**src/rtl/fetch_queue.sv**
```systemverilog
// rtl/fetch_queue.sv - prefetching instruction fetch unit with a DEPTH-entry instruction/pc queue
module fetch_queue #(
  parameter int M_WIDTH    = 8,
  parameter int INST_WIDTH = 16,
  parameter int DEPTH      = 4
) (
  input  logic                       clk,
  input  logic                       rst,
  input  logic                       en,
  input  logic                       redirect,
  input  logic [M_WIDTH-1:0]         redirect_pc,
  input  logic [M_WIDTH-1:0]         mem_data,
  input  logic                       mem_ready,
  output logic                       mem_req,
  output logic [M_WIDTH-1:0]         addr,
  output logic [INST_WIDTH-1:0]      inst_out,
  output logic [M_WIDTH-1:0]         inst_pc,
  output logic                       inst_valid,
  input  logic                       inst_ack,
  output logic [$clog2(DEPTH+1)-1:0] count
);

  localparam int BEATS = INST_WIDTH / M_WIDTH;
  localparam int BW    = (BEATS > 1) ? $clog2(BEATS) : 1;
  localparam int PW    = $clog2(DEPTH);
  localparam int CW    = $clog2(DEPTH + 1);

  typedef enum logic [1:0] {IDLE, REQ, DRAIN} state_t;

  state_t                state;
  logic [M_WIDTH-1:0]    fetch_pc;
  logic [M_WIDTH-1:0]    cur_pc;
  logic [BW-1:0]         beat;
  logic [INST_WIDTH-1:0] asm_q;
  logic [INST_WIDTH-1:0] push_data;
  logic [INST_WIDTH-1:0] q_inst [DEPTH];
  logic [M_WIDTH-1:0]    q_pc   [DEPTH];
  logic [PW-1:0]         wr_ptr;
  logic [PW-1:0]         rd_ptr;
  logic [CW-1:0]         count_next;
  logic                  beat_done;
  logic                  last_beat;
  logic                  push;
  logic                  pop;

  assign beat_done  = mem_req && mem_ready;
  assign last_beat  = (beat == BW'(BEATS - 1));
  assign push       = (state == REQ) && beat_done && last_beat && !redirect;
  assign pop        = inst_valid && inst_ack && !redirect;
  assign count_next = count + CW'(push) - CW'(pop);

  // The final beat bypasses the assembly register so it can be pushed on its own edge.
  always_comb begin
    push_data = asm_q;
    push_data[int'(beat)*M_WIDTH +: M_WIDTH] = mem_data;
  end

  always_ff @(posedge clk or posedge rst) begin
    if (rst) begin
      state    <= IDLE;
      fetch_pc <= '0;
      cur_pc   <= '0;
      beat     <= '0;
      asm_q    <= '0;
      mem_req  <= 1'b0;
      addr     <= '0;
    end else begin
      case (state)
        IDLE: begin
          if (redirect) begin
            fetch_pc <= redirect_pc;
          end else if (en && (count < CW'(DEPTH))) begin
            state   <= REQ;
            mem_req <= 1'b1;
            addr    <= fetch_pc;
            cur_pc  <= fetch_pc;
            beat    <= '0;
          end
        end
        REQ: begin
          if (redirect) begin
            fetch_pc <= redirect_pc;
            beat     <= '0;
            // A beat landing with the redirect is simply dropped; otherwise it must be drained.
            if (beat_done) begin
              state   <= IDLE;
              mem_req <= 1'b0;
            end else begin
              state <= DRAIN;
            end
          end else if (beat_done) begin
            asm_q    <= push_data;
            fetch_pc <= fetch_pc + M_WIDTH'(1);
            addr     <= addr + M_WIDTH'(1);
            if (last_beat) begin
              beat <= '0;
              if (en && (count_next < CW'(DEPTH))) begin
                cur_pc <= fetch_pc + M_WIDTH'(1);
              end else begin
                state   <= IDLE;
                mem_req <= 1'b0;
              end
            end else begin
              beat <= beat + BW'(1);
            end
          end
        end
        DRAIN: begin
          if (redirect) fetch_pc <= redirect_pc;
          if (mem_ready) begin
            state   <= IDLE;
            mem_req <= 1'b0;
          end
        end
        default: begin
          state   <= IDLE;
          mem_req <= 1'b0;
        end
      endcase
    end
  end

  always_ff @(posedge clk or posedge rst) begin
    if (rst) begin
      wr_ptr <= '0;
      rd_ptr <= '0;
      count  <= '0;
    end else if (redirect) begin
      wr_ptr <= '0;
      rd_ptr <= '0;
      count  <= '0;
    end else begin
      if (push) wr_ptr <= wr_ptr + PW'(1);
      if (pop)  rd_ptr <= rd_ptr + PW'(1);
      count <= count_next;
    end
  end

  always_ff @(posedge clk) begin
    if (push) begin
      q_inst[wr_ptr] <= push_data;
      q_pc[wr_ptr]   <= cur_pc;
    end
  end

  assign inst_valid = (count != '0);
  assign inst_out   = inst_valid ? q_inst[rd_ptr] : '0;
  assign inst_pc    = inst_valid ? q_pc[rd_ptr]   : '0;

endmodule

```
**config.mk**
```make
export PLATFORM = sky130hd
export DESIGN_NAME = fetch_queue
export DESIGN_NICKNAME = d
export VERILOG_FILES = /design/src/rtl/fetch_queue.sv
export SDC_FILE = /design/constraint.sdc
export NUM_CORES = 1
export LEC_CHECK = 0
export BUFFER_PORTS_ARGS = -buffer_cell sky130_fd_sc_hd__buf_4
export CAP_MARGIN = 20
export CORE_ASPECT_RATIO = 1.25
export CORE_UTILIZATION = 50
export CTS_BUF_LIST = sky130_fd_sc_hd__clkbuf_4 sky130_fd_sc_hd__clkbuf_8
export DETAILED_ROUTE_END_ITERATION = 7
export PLACE_DENSITY = 0.75
export SETUP_SLACK_MARGIN = 0.15
export SLEW_MARGIN = 20
export SYNTH_ARGS = -nofsm -noshare
export SYNTH_HDL_FRONTEND = slang
export SYNTH_SLANG_ARGS = --single-unit
```
**constraint.sdc**
```tcl
create_clock -name clk -period 6.9 [get_ports clk]
set_clock_uncertainty 0.05 [all_clocks]
set_input_delay 1.38 -clock clk [delete_from_list [all_inputs] [get_ports clk]]
set_output_delay 1.38 -clock clk [all_outputs]
set_load 0.01 [all_outputs]
```
# [After elaboration in Yosys (flattened, before gate mapping)]
# Memory sizes are Yosys's and may differ from the RTL's.
# Cells that the tools add are included.
[word_totals] word_cells=109 n_memories=2 ff_bits=51 out_inout_bits=37 in_bits=22 ram_bits=96
[op_classes] magnitude_cmp=2 n_eq_ne=13 n_addsub=8 n_reduce_logical=23 muxes=48 bitwise_logic=1 shifts=2
[mem_list] memory="q_inst" depth=4 width=16 read_ports=1 rd_ports_with_merged_regs=0 wr=1 line_no="36" source="logic [INST_WIDTH-1:0] q_inst [DEPTH];"
[mem_list] memory="q_pc" depth=4 width=8 read_ports=1 rd_ports_with_merged_regs=0 wr=1 line_no="37" source="logic [M_WIDTH-1:0] q_pc [DEPTH];"
[op_table] cell="$mux W8" n=12
[op_table] cell="$pmux W8 S2" n=3
[op_table] cell="$neg A4 Y33" n=1
[op_table] cell="$shift A8 B33 Y16 const A" n=1
[op_table] cell="$shiftx A8 B33 Y16" n=1
[op_table] cell="$mux W2" n=12
[op_table] cell="$add A8 B1 Y8 const B" n=2
[op_table] cell="$bwmux W16" n=1
[op_table] cell="$mux W16" n=1
[op_table] cell="$mux W1" n=15
[op_table] cell="$ne A2 B2 Y1 const B" n=6
[op_table] cell="$reduce_and A6 Y1" n=2
[op_table] cell="$ne A3 B3 Y1 const B" n=3
[op_table] cell="$logic_and A1 B1 Y1" n=8
[op_table] cell="$reduce_bool A2 Y1" n=4
[op_table] cell="$reduce_and A7 Y1" n=1
[op_table] cell="$lt A3 B3 Y1 const B" n=2
[op_table] cell="$pmux W2 S3" n=1
[op_table] cell="$reduce_and A3 Y1" n=2
[op_table] cell="$reduce_and A5 Y1" n=1
[op_table] cell="$add A2 B1 Y2 const B" n=2
[op_table] cell="$ne A2 B1 Y1 const B" n=2
[op_table] cell="$reduce_and A4 Y1" n=1
[op_table] cell="$add A3 B1 Y3" n=1
[op_table] cell="12 further kinds" n=12

# [Longest topological paths before layout]
[logic_depth] word_depth=13 depth_mapped=15 ltp_nobuf=12

# [Worst setup path before layout]
# No wires, ideal clock.
[synth_path] kind="input to register" start="in mem_ready" end="reg cur_pc[0]" setup_slack_ns=2.893 path_buffers=1 arrival_time_ns=3.832 setup_time_ns=0.125 path_stages=13 t_required_ns=6.725 path_cell_list="nand2_1 > nor3_2 > buf_2 > nand2_1 > ha_1 > inv_1 > ha_1 > inv_1 > fa_1 > xnor3_2 > o2111ai_2 > a21oi_4 > mux2_2"
[synth_between] elab_chain_cells=10 elab_cells_between_ends=11 classes_between="2 x add/sub; 1 x order compare; 2 x eq/ne; 6 x reduce/logical"
[synth_rtl] item="from (decl)" line_no="13" source="input logic mem_ready,"
[synth_rtl] item="$logic_and A1 B1 Y1 *" line_no="46" source="assign beat_done = mem_req && mem_ready;"
[synth_rtl] item="$logic_and A1 B1 Y1 (3 in series)" line_no="48" source="assign push = (state == REQ) && beat_done && last_beat && !redirect;"
[synth_rtl] item="$add A3 B1 Y3" line_no="50" source="assign count_next = count + CW'(push) - CW'(pop);"
[synth_rtl] item="$sub A3 B1 Y3" line_no="50"
[synth_rtl] item="$lt A3 B3 Y1" line_no="97" source="if (en && (count_next < CW'(DEPTH))) begin"
[synth_rtl] item="$logic_and A1 B1 Y1" line_no="97"
[synth_rtl] item="$ne A2 B1 Y1 (no line)"
[synth_rtl] item="$reduce_and A7 Y1 (no line) *"
[synth_rtl] item="to (signal assigned)" line_no="76" source="cur_pc <= fetch_pc;"
[synth_rtl] item="to (signal assigned)" line_no="98" source="cur_pc <= fetch_pc + M_WIDTH'(1);"
[synth_rtl] item="to (decl)" line_no="32" source="logic [M_WIDTH-1:0] cur_pc;"
# Mark *: on every way between the ends. The rest lies on a longest branch, timed or not.
# A chain may end at the register's enable or synchronous reset.

# [Worst setup path in the final report]
[layout_path] start="reg state[0]" end="reg cur_pc[6]"
[layout_between] elab_chain_cells=10 elab_cells_between_ends=18 classes_between="2 x add/sub; 1 x order compare; 7 x eq/ne; 1 x mux; 7 x reduce/logical"
[layout_rtl] item="from (decl)" line_no="30" source="state_t state;"
[layout_rtl] item="from (signal assigned)" line_no="60" source="state <= IDLE;"
[layout_rtl] item="from (signal assigned)" line_no="73" source="state <= REQ;"
[layout_rtl] item="from (signal assigned)" line_no="86" source="state <= IDLE;"
[layout_rtl] item="$eq A2 B1 Y1" line_no="48, 68"
[layout_rtl] item="$logic_and A1 B1 Y1 (3 in series)" line_no="48"
[layout_rtl] item="$add A3 B1 Y3" line_no="50"
[layout_rtl] item="$sub A3 B1 Y3" line_no="50"
[layout_rtl] item="$lt A3 B3 Y1" line_no="97"
[layout_rtl] item="$logic_and A1 B1 Y1" line_no="97"
[layout_rtl] item="$ne A2 B1 Y1 (no line)"
[layout_rtl] item="$reduce_and A7 Y1 (no line)"
# Parallel ways exist; a longest one is shown, timed or not.

==> run summary <==
pwr/cell area = 348.3 mW/mm^2
period utilization = 58.42%
post-synthesis sequential area ratio = 64.13%
clock slew at the register clock pins of the worst setup and hold paths = 0.08 ns
share of layout cells above drive strength 1 = 33.87%
post-CTS setup buffers = 0
status = finished, final reports clean
Worst Setup End Kind = register
Tmin final = 4.031 ns
Initial Utilization = 51.22%
Async SR Flop Fraction = 34.69%
clock root cell = clkbuf_8
Yosys reg bits = 147
combinational share of power = 28.9%
n_diodes = 0
Worst Setup SP = state[0]
family with the most delay on the worst path = adder cells
deepest clock path buffer count = 2
Layout Nets = 517
RSZ-0062 raised after global routing = no
Placed Area = 0.007059 sq mm
Syn. warnings = 0
Crit-path slowest cell = dfrtp_1
crit path buf inv count = 3
Max Freq = 248.1 MHz
Skew-Pair Late Insertion Delay = 0.44 ns
Worst R2R Setup Slack = 2.87 ns
Static Leak = 2.791 nW
Syn Inst Count = 429
reg-to-reg critical path startpoint = state[0]
DP Wirelength = 7.394 mm
CTS H-Tree Depth = 4
Flop pwr share = 48.0%
Slew Viols, Final = 0
CP max stage delay = 0.69 ns
DR vias = 3684
VDD IR max = 0.0001659 V
CTS tree = done
worst hold start = asm_q[13]
FP Rows = 46
largest net degree at the start of global routing = 52
setup violators final = 0
switching pwr = 836.7 uW
r2r endpoint = cur_pc[6]
Post-Syn Area = 0.006485 sq mm
Routed wire per std cell = 17.53 microns
WHS Path Cells = 1
Startpoint Class = register
Cell variety after synth = 50
number of flops mapped to enable cells by yosys = 96
clock share of power = 23.1%
vias in the first global route = 3780
P_int = 1.745 mW
slew margin rel. = 32.58%
core area = 0.01266 sq mm
post-CTS sizing = 0
area added between synthesis and finish = 14.32%
TritonCTS buffer count = 17
Final Wtd Congestion = 0.8599
Finished Cell Area = 0.007413 sq mm
FF-to-FF path depth = 13
Max-cap violations = 0
Worst Path Required = 7.18 ns
most used flip-flop cell after synthesis = edfxtp_1
Final ANT Viol Nets = 0
hold_buf cts = 0
DR pass1 iterations = 4
slew at the pin with the worst max-slew slack = 1.011 ns
die boundary height = 129.3 microns
grt ovf = 0
Final Hold Viols = 0
die area = 0.01343 sq mm
Mapped Avg Cell Area = 15.12 sq um
drt via density = 5.523
CP arrival = 4.31 ns
TritonCTS Sinks = 147
Die Wd = 103.9 microns
gr usage total = 19.04%
Synth Net Count = 460
aggregate routed wire length = 11.70 mm
global-route wire length before repair = 19.30 mm
Hold Path End = asm_q[13]
initial antenna violation count = 0
critical path, cell by cell = nand2b_1 > nor3_2 > buf_4 > nand2_1 > ha_1 > inv_1 > ha_1 > inv_1 > fa_1 > xnor3_2 > o2111ai_2 > a21oi_4 > mux2_2
Buffers on Ports = 58
worst-path fanout max = 21
drc violations = 0
worst hold path type = register to register
setup TNS = 0 ns
drt initial violations = 176
boundary pin count = 59
critical path class = register to register
Net Sw Frac = 32.40%
[routing by layer]
metal / track usage (%) / up-vias / share of wire [%]
li1: - / 1744 / -
met1: 23.37 / 1834 / 44
met2: 33.37 / 90 / 51
met3: 4.125 / 16 / 3.7
met4: 7.143 / 0 / 1.6
met5: 0 / - / 0
[worst reg2reg max path, cell delays in order (launching register included)]
cell and delay (ns):
dfrtp_1 0.69, nand2b_1 0.48, nor3_2 0.23, buf_4 0.31
nand2_1 0.10, ha_1 0.32, inv_1 0.06, ha_1 0.12
inv_1 0.04, fa_1 0.36, xnor3_2 0.26, o2111ai_2 0.15
a21oi_4 0.36, mux2_2 0.37
[synth_stat cells, types with 2 or more instances]
cell type / count / share of area, %
a21o_1: 2 / 0.23
a21oi_1: 19 / 1.5
a2bb2oi_1: 5 / 0.68
a31o_2: 2 / 0.27
a31oi_1: 3 / 0.29
and2_1: 27 / 2.6
and3_1: 6 / 0.58
buf_2: 15 / 1.2
clkbuf_1: 9 / 0.52
dfrtp_1: 51 / 20
edfxtp_1: 96 / 44
ha_1: 8 / 1.5
inv_1: 7 / 0.41
mux2_2: 39 / 6.8
mux2i_1: 2 / 0.31
mux4_2: 24 / 8.3
nand2_1: 20 / 1.2
nand2b_1: 4 / 0.39
nand3_1: 6 / 0.46
nand4_1: 5 / 0.48
nor2_1: 17 / 0.98
nor2b_1: 4 / 0.39
nor3_1: 3 / 0.23
o21ai_0: 17 / 1.3
o22ai_1: 5 / 0.48
xnor2_1: 6 / 0.81
xor2_1: 4 / 0.54
[cell families after synthesis]
kind of cell	synth area share, %
AOI/OAI and AO/OA	6.425
xor gates and xnor gates	1.717
adders and majority gates	1.852
buffers and inverters	2.334
DFF	64.13
muxes	15.59
and+or+nand+nor	7.949
[metrics by stage]
step	hold slack [ns]	power, mW	utilization (%)	std cells	setup slack [ns]
floorplan	0.4193	1.735	-	429	2.893
global placement	0.4335	1.983	55.74	635	2.501
detailed placement	0.4402	2.015	55.75	635	2.422
CTS	0.4595	2.607	58.54	667	2.858
global route	0.4855	2.725	58.55	667	2.517
finish	0.4596	2.582	58.55	667	2.869
[area by class of cell]
cell class	instances	area (sq um)
Clock buffer	17	234.0
Sequential cell	147	4160
Tap cell	168	210.2
Multi-Input combinational cell	248	2175
Inverter	7	27.53
Fill cell	1009	5249
Timing Repair Buffer	65	488.0
Clock inverter	15	118.9
[how the worst max path moves through the flow]
| stage | end | slack, ns | depth (start not counted) |
|---|---|---|---|
| detailed placement | cur_pc[0] | 2.42 | 14 |
| finish | cur_pc[6] | 2.87 | 13 |
| global placement | cur_pc[3] | 2.50 | 14 |
| global route | cur_pc[0] | 2.52 | 13 |
| CTS | cur_pc[0] | 2.86 | 13 |
| floorplan | cur_pc[0] | 2.89 | 13 |
[registers in the layout, indices dropped and copies added (netlist names)]
| register | count |
|---|---|
| asm_q | 16 |
| state | 2 |
| count | 3 |
| beat | 1 |
| addr | 8 |
| mem_req | 1 |
| cur_pc | 8 |
| rd_ptr | 2 |
| q_pc | 32 |
| q_inst | 64 |
| wr_ptr | 2 |
| fetch_pc | 8 |
[power groups by stage]
| stage | logic, mW | registers [mW] | clock network [mW] |
|---|---|---|---|
| after floorplan | 0.526 | 1.21 | 0 |
| after global placement | 0.737 | 1.25 | 0 |
| after detailed placement | 0.756 | 1.26 | 0 |
| after CTS | 0.757 | 1.24 | 0.610 |
| after global routing | 0.819 | 1.26 | 0.643 |
| final | 0.745 | 1.24 | 0.596 |
[layout by cell type (no fill, tap or decap), types with 9 or more instances in the layout]
cell	instances
inv_6	9
and2_1	27
dfrtp_1	50
mux2_2	39
a21oi_1	19
clkbuf_8	17
edfxtp_1	96
mux4_2	24
nor2_1	17
buf_4	65
o21ai_0	17
nand2_1	20
No activity file was read; power rests on OpenSTA's default activity.
